==> src/rtl/verilog_memcheck.sv <==
// verilog_memcheck: consumes N stream beats, counts bytes that differ from a
// programmed pattern byte and reports mismatch count, first failing beat and pass.
`timescale 1ns/1ps
module verilog_memcheck #(
  parameter int          UserCsrNum = 2,
  parameter int          DataWidth  = 512,
  parameter logic [31:0] ErrCntInit = 32'h0000_0000
) (
  input  logic                 clk,
  input  logic                 rst_n,
  output logic                 ext_data_i_ready,
  input  logic                 ext_data_i_valid,
  input  logic [DataWidth-1:0] ext_data_i_bits,
  input  logic                 ext_data_o_ready,
  output logic                 ext_data_o_valid,
  output logic [DataWidth-1:0] ext_data_o_bits,
  input  logic [31:0]          ext_csr_i_0,
  input  logic [31:0]          ext_csr_i_1,
  input  logic                 ext_start_i,
  output logic                 ext_busy_o
);

  localparam int          NumBytes = DataWidth / 8;
  localparam int          MmWidth  = $clog2(NumBytes + 1);
  localparam logic [31:0] NoIdx    = 32'hFFFF_FFFF;

  typedef enum logic [1:0] {
    IDLE   = 2'd0,
    RUN    = 2'd1,
    REPORT = 2'd2
  } state_t;

  function automatic logic [MmWidth-1:0] count_mismatch(input logic [DataWidth-1:0] beat,
                                                        input logic [7:0]           pat);
    logic [MmWidth-1:0] cnt;
    cnt = {MmWidth{1'b0}};
    for (int i = 0; i < NumBytes; i++) begin
      if (beat[i*8 +: 8] != pat) cnt = cnt + MmWidth'(1);
      else                       cnt = cnt;
    end
    return cnt;
  endfunction

  function automatic logic [DataWidth-1:0] result_beat(input logic [31:0] errs,
                                                       input logic [31:0] first);
    logic [DataWidth-1:0] beat;
    beat         = {DataWidth{1'b0}};
    beat[31:0]   = errs;
    beat[63:32]  = first;
    beat[64]     = (errs == 32'h0000_0000);
    return beat;
  endfunction

  logic [UserCsrNum-1:0][31:0] csr;
  logic                        unused_csr_bits;

  state_t         state;
  logic [7:0]     pattern;
  logic [31:0]    n_beats;
  logic [31:0]    beat_cnt;
  logic [31:0]    err_cnt;
  logic [31:0]    first_idx;

  logic [MmWidth-1:0] mm;
  logic [32:0]        err_sum;
  logic [31:0]        err_next;
  logic [31:0]        first_next;
  logic               beat_fire;

  assign csr             = {ext_csr_i_1, ext_csr_i_0};
  assign unused_csr_bits = ^csr[0][31:8];

  // Per-beat mismatch count and the saturating counter updates it implies.
  always_comb begin
    mm        = count_mismatch(ext_data_i_bits, pattern);
    err_sum   = {1'b0, err_cnt} + 33'(mm);
    beat_fire = ext_data_i_valid && ext_data_i_ready;
    if (err_sum[32]) err_next = NoIdx;
    else             err_next = err_sum[31:0];
    if ((mm != {MmWidth{1'b0}}) && (first_idx == NoIdx)) first_next = beat_cnt;
    else                                                 first_next = first_idx;
  end

  // Control FSM with registered stream/busy outputs; the result beat is built
  // from next-state counts so the last input beat is already included.
  always_ff @(posedge clk) begin
    if (!rst_n) begin
      state            <= IDLE;
      pattern          <= 8'h00;
      n_beats          <= 32'h0000_0000;
      beat_cnt         <= 32'h0000_0000;
      err_cnt          <= ErrCntInit;
      first_idx        <= NoIdx;
      ext_data_i_ready <= 1'b0;
      ext_data_o_valid <= 1'b0;
      ext_data_o_bits  <= {DataWidth{1'b0}};
      ext_busy_o       <= 1'b0;
    end else begin
      case (state)
        IDLE: begin
          if (ext_start_i) begin
            pattern    <= csr[0][7:0];
            n_beats    <= csr[1];
            beat_cnt   <= 32'h0000_0000;
            err_cnt    <= ErrCntInit;
            first_idx  <= NoIdx;
            ext_busy_o <= 1'b1;
            if (csr[1] != 32'h0000_0000) begin
              state            <= RUN;
              ext_data_i_ready <= 1'b1;
            end else begin
              state            <= REPORT;
              ext_data_o_valid <= 1'b1;
              ext_data_o_bits  <= result_beat(ErrCntInit, NoIdx);
            end
          end else begin
            state <= IDLE;
          end
        end
        RUN: begin
          if (beat_fire) begin
            beat_cnt  <= beat_cnt + 32'd1;
            err_cnt   <= err_next;
            first_idx <= first_next;
            if (beat_cnt == (n_beats - 32'd1)) begin
              state            <= REPORT;
              ext_data_i_ready <= 1'b0;
              ext_data_o_valid <= 1'b1;
              ext_data_o_bits  <= result_beat(err_next, first_next);
            end else begin
              state <= RUN;
            end
          end else begin
            state <= RUN;
          end
        end
        REPORT: begin
          if (ext_data_o_ready) begin
            state            <= IDLE;
            ext_data_o_valid <= 1'b0;
            ext_data_o_bits  <= {DataWidth{1'b0}};
            ext_busy_o       <= 1'b0;
          end else begin
            state <= REPORT;
          end
        end
        default: begin
          state            <= IDLE;
          ext_data_i_ready <= 1'b0;
          ext_data_o_valid <= 1'b0;
          ext_data_o_bits  <= {DataWidth{1'b0}};
          ext_busy_o       <= 1'b0;
        end
      endcase
    end
  end

endmodule
==> config.mk <==
export PLATFORM = sky130hd
export DESIGN_NAME = verilog_memcheck
export DESIGN_NICKNAME = d
export VERILOG_FILES = /design/src/rtl/verilog_memcheck.sv
export SDC_FILE = /design/constraint.sdc
export NUM_CORES = 1
export LEC_CHECK = 0
export ABC_AREA = 1
export CAP_MARGIN = 20
export CORE_AREA = 2 2 422 424
export CTS_CLUSTER_DIAMETER = 120
export CTS_CLUSTER_SIZE = 8
export DETAILED_ROUTE_END_ITERATION = 12
export DIE_AREA = 0 0 424 426
export HOLD_SLACK_MARGIN = 0.12
export PLACE_DENSITY = 0.4
export SYNTH_ARGS = -nofsm -noshare
export SYNTH_HDL_FRONTEND = slang
export SYNTH_SLANG_ARGS = --single-unit
==> constraint.sdc <==
create_clock -name clk -period 77.3 [get_ports clk]
set_clock_uncertainty 0.05 [all_clocks]
set_input_delay 7.73 -clock clk [delete_from_list [all_inputs] [get_ports clk]]
set_output_delay 7.73 -clock clk [all_outputs]
set_load 0.05 [all_outputs]
Word-level counts from Yosys, hierarchy flattened --
Index checks and enable logic that the tools add are counted.
Word-level totals: register bits 653, bits in latches 0, RAM bits 0, ROM bits 0, bits of input ports 581, output and inout bits 515, memories 0
Cells by class: add/sub/neg operators 66, multipliers 0, divide/modulo/power cells 0, $lt $le $gt $ge 0, equal/unequal tests 74, shift-type cells 0, mux-type cells 99, bitwise gates (word level) 2, reduce and logical (&&, ||, !) cells 12
Operators with widths (count):
- two-way mux 512 bit | 5
- case mux 512 bit (3 select lines) | 1
- inequality test 8 bit | 64
- adder 7 x 1 -> 7 bit (second input constant) | 63
- two-way mux 7 bit | 63
- two-way mux 32 bit | 7
- case mux 32 bit (2 select lines) | 3
- adder 32 x 7 -> 33 bit | 1
- adder 32 x 1 -> 32 bit (second input constant) | 1
- == test 32 bit | 1
- == test 32 bit (second input constant) | 1
- zero test 32 bit | 1
- nonzero test 32 bit | 1
- subtractor 32 x 1 -> 32 bit (second input constant) | 1
- inequality test 2 bit (second input constant) | 6
- two-way mux 1 bit | 11
- two-way mux 2 bit | 5
- AND reduction 5 bit | 2
- case mux 1 bit (3 select lines) | 3
- nonzero test 7 bit | 1
- case mux 2 bit (3 select lines) | 1
- AND reduction 3 bit | 2
- == test 2 x 1 -> 1 bit (second input constant) | 1
- == test 2 bit (second input constant) | 1
- other kinds (5) | 7

Depth between registers and ports, before layout --
word-level depth 134, depth in mapped cells 265, gate-level depth less buffers 264

Worst setup path before layout --
Ideal clock, no wire load.
kind input to register, from input ext_data_i_bits[14], to register ext_data_o_bits[64], library setup time 70 ps, arrival 38558 ps, required time 77180 ps, setup slack 38623 ps, stages on the path 238, path buffers 0, path through inv_1 > nand2_1 > nand2_1 > inv_2 > nor2_1 > nand2_1 > nor2_1 > ha_1 > inv_1 > nand3_2 > nand2_2 > inv_1 > ha_1 > nand2_1 > nand2_2 > ha_1 > nand2_1 > nand2_1 > [... 202 more ...] > a21oi_1 > o21ai_0 > a21oi_1 > o21bai_1 > nand3_1 > nor4_1 > nand2_1 > nor2_1 > nand2_1 > nor3_1 > nand3_1 > a21o_1 > or4_1 > nor2_1 > nand4_1 > nor4_1 > o21ai_0 > a21oi_1
Between the ends: longest elaborated chain between the ends 132
RTL lines:
- start, declared | RTL line 13 | input logic [DataWidth-1:0] ext_data_i_bits,
- inequality test 8 bit (*) | RTL line 38 | if (beat[i*8 +: 8] != pat) cnt = cnt + MmWidth'(1);
- two-way mux 7 bit (*) | RTL line 38
- adder 7 x 1 -> 7 bit | RTL line 38
- two-way mux 7 bit (*) | RTL line 38
- adder 7 x 1 -> 7 bit | RTL line 38
- two-way mux 7 bit (*) | RTL line 38
- adder 7 x 1 -> 7 bit | RTL line 38
- two-way mux 7 bit (*) | RTL line 38
- [... 116 more ...]
- adder 7 x 1 -> 7 bit | RTL line 38
- two-way mux 7 bit (*) | RTL line 38
- adder 32 x 7 -> 33 bit (*) | RTL line 76 | err_sum = {1'b0, err_cnt} + 33'(mm);
- two-way mux 32 bit (*) | RTL line 78 | if (err_sum[32]) err_next = NoIdx;
- zero test 32 bit (*) | RTL line 50 | beat[64] = (errs == 32'h0000_0000);
- two-way mux 512 bit (*) | RTL line 125 | if (beat_cnt == (n_beats - 32'd1)) begin
- two-way mux 512 bit (*) | RTL line 121 | if (beat_fire) begin
- case mux 512 bit (3 select lines) (*) | RTL line 99 | case (state)
- end signal, assigned | RTL line 96 | ext_data_o_bits <= {DataWidth{1'b0}};
- end signal, assigned | RTL line 114 | ext_data_o_bits <= result_beat(ErrCntInit, NoIdx);
- end signal, assigned | RTL line 129 | ext_data_o_bits <= result_beat(err_next, first_next);
- end, declared | RTL line 16 | output logic [DataWidth-1:0] ext_data_o_bits,
Mark *: on every way between the ends. The rest lies on a longest branch, timed or not. The select of a mux whose other input is x is not followed. A chain may end at the register's enable or synchronous reset.

Worst setup path after layout --
from input ext_data_i_bits[8], to register ext_data_o_bits[64]
Same word-level chain as after synthesis.

==> metrics.yaml <==
critical_path:
  startpoint_type: "input pin"
  cp_max_fo: 7
  cpMostUsedCell: "nand2_1"
  critical_path_class: "in2reg"
  crit_required_ns: 77.75
  cp-end-kind: "flop"
  arrival_ns: 43.45
  slowest_delay_ns: 0.51
  critPathSlowestCell: "clkdlybuf4s50_1"
sta:
  setup_tns_ns: 0
  hold_viol_final: 0
  finalMaxSlewViolations: 0
  fin_crit_sh: 0.5563
  fmax_mhz: 23.25
  tightest_slew_ns: 0.9282
  setup_viol_count_final: 0
  maxSlewHeadroom: 0.3812
  finalCriticalPeriod_ns: 43.00
  rsz0062_at_grt: "no"
clocking:
  htree_levels: 1
  cts_buffers: 29
  path_clk_slew_ns: 0.06
  cts_root_buffer: "clkbuf_16"
  cts_buffer_depth: 3
  postCtsSetupBuffers: 0
  cts_sinks: 206
  cts.repair.resized: 0
  hold_buffers: 0
  clkLatencyLatePin_ns: 0.57
  cts_tree: "built"
cells_and_area:
  final_cell_mix: "1462 x nand2_1, 637 x inv_1, 623 x clkdlybuf4s50_1"
  drive_above_1_share: 0.1484
  fill_cells: 19870
  nNetsFinal: 7000
  regArea_um2: 4150
  synthToLayoutAreaGrowth_pct: 22.01
  final_util: 0.2445
  mostFrequentLayoutCell: "nand2_1"
  multi_input_area_um2: 25790
floorplan:
  core-area_um2: 175700
  start_util: 0.2004
  die_y_um: 426
  row_count: 154
  dieArea_um2: 180600
  pin_count: 1096
  die-width_um: 424
route:
  vias: 34560
  drt_wl_total_um: 132300
  routed_via_density: 3.971
  wl_per_cell_um: 15.21
  drt_pass1_iterations: 5
  ant_nets: 0
  drtIter0Drc: 1634
  drc: 0
logic_synthesis:
  synth_area_um2: 35210
  async_flop_share: 0
  yosys_warnings: 0
  yosys.cell_types.count: 61
  synth_cells: 5814
  synth_edf_count: 0
  syn_area_per_cell_um2: 6.056
  ys.flop_type: "dfxtp_1"
  synth-seq-cells: 206
  yosysSeqAreaShare: 0.1171
grt:
  grtUsageTotal: 0.1389
  grt_pass1_vias: 32590
  grt_max_degree: 93
  grt_pass1_wl_um: 194600
  antenna_found_initial: 29
  overflow: 0
placed_design:
  gp_congestion: 0.8339
  portBuffers: 624
  dpl.hpwl_um: 111400
flow_run:
  max-cap-violations: 0
run_status:
  status: "completed"
worst_hold_path:
  min_path_type: "reg2reg"
state kept, by name, summed over array words and instances (netlist names):
name              count
ext_data_o_bits      65
err_cnt              32
beat_cnt             32
pattern               8
ext_busy_o            1
state                 2
n_beats              32
ext_data_o_valid      1
first_idx            32
ext_data_i_ready      1
stage by stage:
| stage | worst slack [ns] | instance area (um^2) | std cells | hold WS, ns |
|---|---|---|---|---|
| final | 34.30 | 42960 | 8702 | 0.4133 |
| after global routing | 30.46 | 42940 | 8697 | 0.4415 |
| after CTS | 34.05 | 42920 | 8688 | 0.4188 |
| after detailed placement | 33.57 | 42160 | 8656 | 0.4144 |
| after global placement | 33.87 | 42160 | 8656 | 0.4060 |
| after floorplan | 38.62 | 36880 | 6260 | 0.3979 |
synthesized netlist by cell type, types with 3 or more instances:
cell         n  share of area
nand2_1   1462           0.16
inv_1      639          0.068
nand3_1    521          0.074
buf_4      455          0.097
nor2_1     451          0.048
nand2_2    259          0.046
dfxtp_1    206           0.12
or2_2      185          0.033
xor2_1     161          0.040
xnor2_1    146          0.036
o21ai_0    142          0.020
nand3_2    124          0.035
a21oi_1    120          0.017
nand2_4     94          0.030
clkbuf_1    87         0.0093
nand4_1     75          0.013
ha_1        71          0.025
nor3_1      61         0.0087
nor3b_1     59          0.013
and3b_1     58          0.014
inv_2       54         0.0058
nand3_4     40          0.020
a221oi_1    34         0.0085
and3_1      33         0.0059
a21oi_2     32         0.0080
nor2_2      32         0.0057
buf_1       26         0.0028
and3_2      25         0.0053
nor4_1      24         0.0043
nand3b_1    23         0.0049
clkinv_1    17         0.0018
buf_6       16         0.0051
or2_1       13         0.0023
buf_2       10         0.0014
clkbuf_8     9         0.0035
a211oi_1     6         0.0013
o21a_1       4        0.00085
a31oi_1      3        0.00053
buf_8        3         0.0013
o21ai_1      3        0.00043
or2_0        3        0.00053
final timing paths:
path	start	endpoint	slack (ns)	depth (start not counted)
worst max register to register	pattern[3]	ext_data_o_bits[64]	40.73	236
worst min-delay path	ext_data_o_valid	ext_data_o_valid	0.41	2
worst min register to register	ext_data_o_valid	ext_data_o_valid	0.41	2
worst max-delay path	ext_data_i_bits[8]	ext_data_o_bits[64]	34.30	236
layer usage:
layer  vias to the layer above  GRT usage  wire (um)
met5                         -          0         64
met4                        10    0.04093       3811
met3                       127    0.01274       4624
met2                       667     0.2547      66910
met1                     15220     0.1704      56910
li1                      18540          -          -
critical path, delay by kind of cell:
kind,cells,cell delay [ns]
AO/OA/AOI/OAI,12,2.13
AND/OR/NAND/NOR,156,22.15
adder cells (fa/ha/maj),35,8.84
buffers and inverters,33,2.52
cell families (layout without fill, tap and decap cells):
logic type	count (synthesis)	count (layout)	synth area share
and+or+nand+nor	3553	3553	0.5238
other	1	461	0.0001065
buffers and inverters	1323	1411	0.1984
xor gates and xnor gates	307	307	0.07637
AOI/OAI and AO/OA	352	352	0.05842
adders and majority gates	72	72	0.02580
DFF	206	206	0.1171
final cells by class:
| type | count | share of cell area |
|---|---|---|
| sequential | 206 | 0.09661 |
| inverter | 711 | 0.06242 |
| antenna | 14 | 0.0008155 |
| clock buffer | 31 | 0.01730 |
| tap | 2340 | 0.06816 |
| timing repair buffer | 668 | 0.1539 |
| multi-input combinational | 4731 | 0.6003 |
| clock inverter | 1 | 0.0004660 |
Power is left out: the tool's default activity adds up to more than one toggle a clock period on the data nets, which glitch-free logic cannot reach.
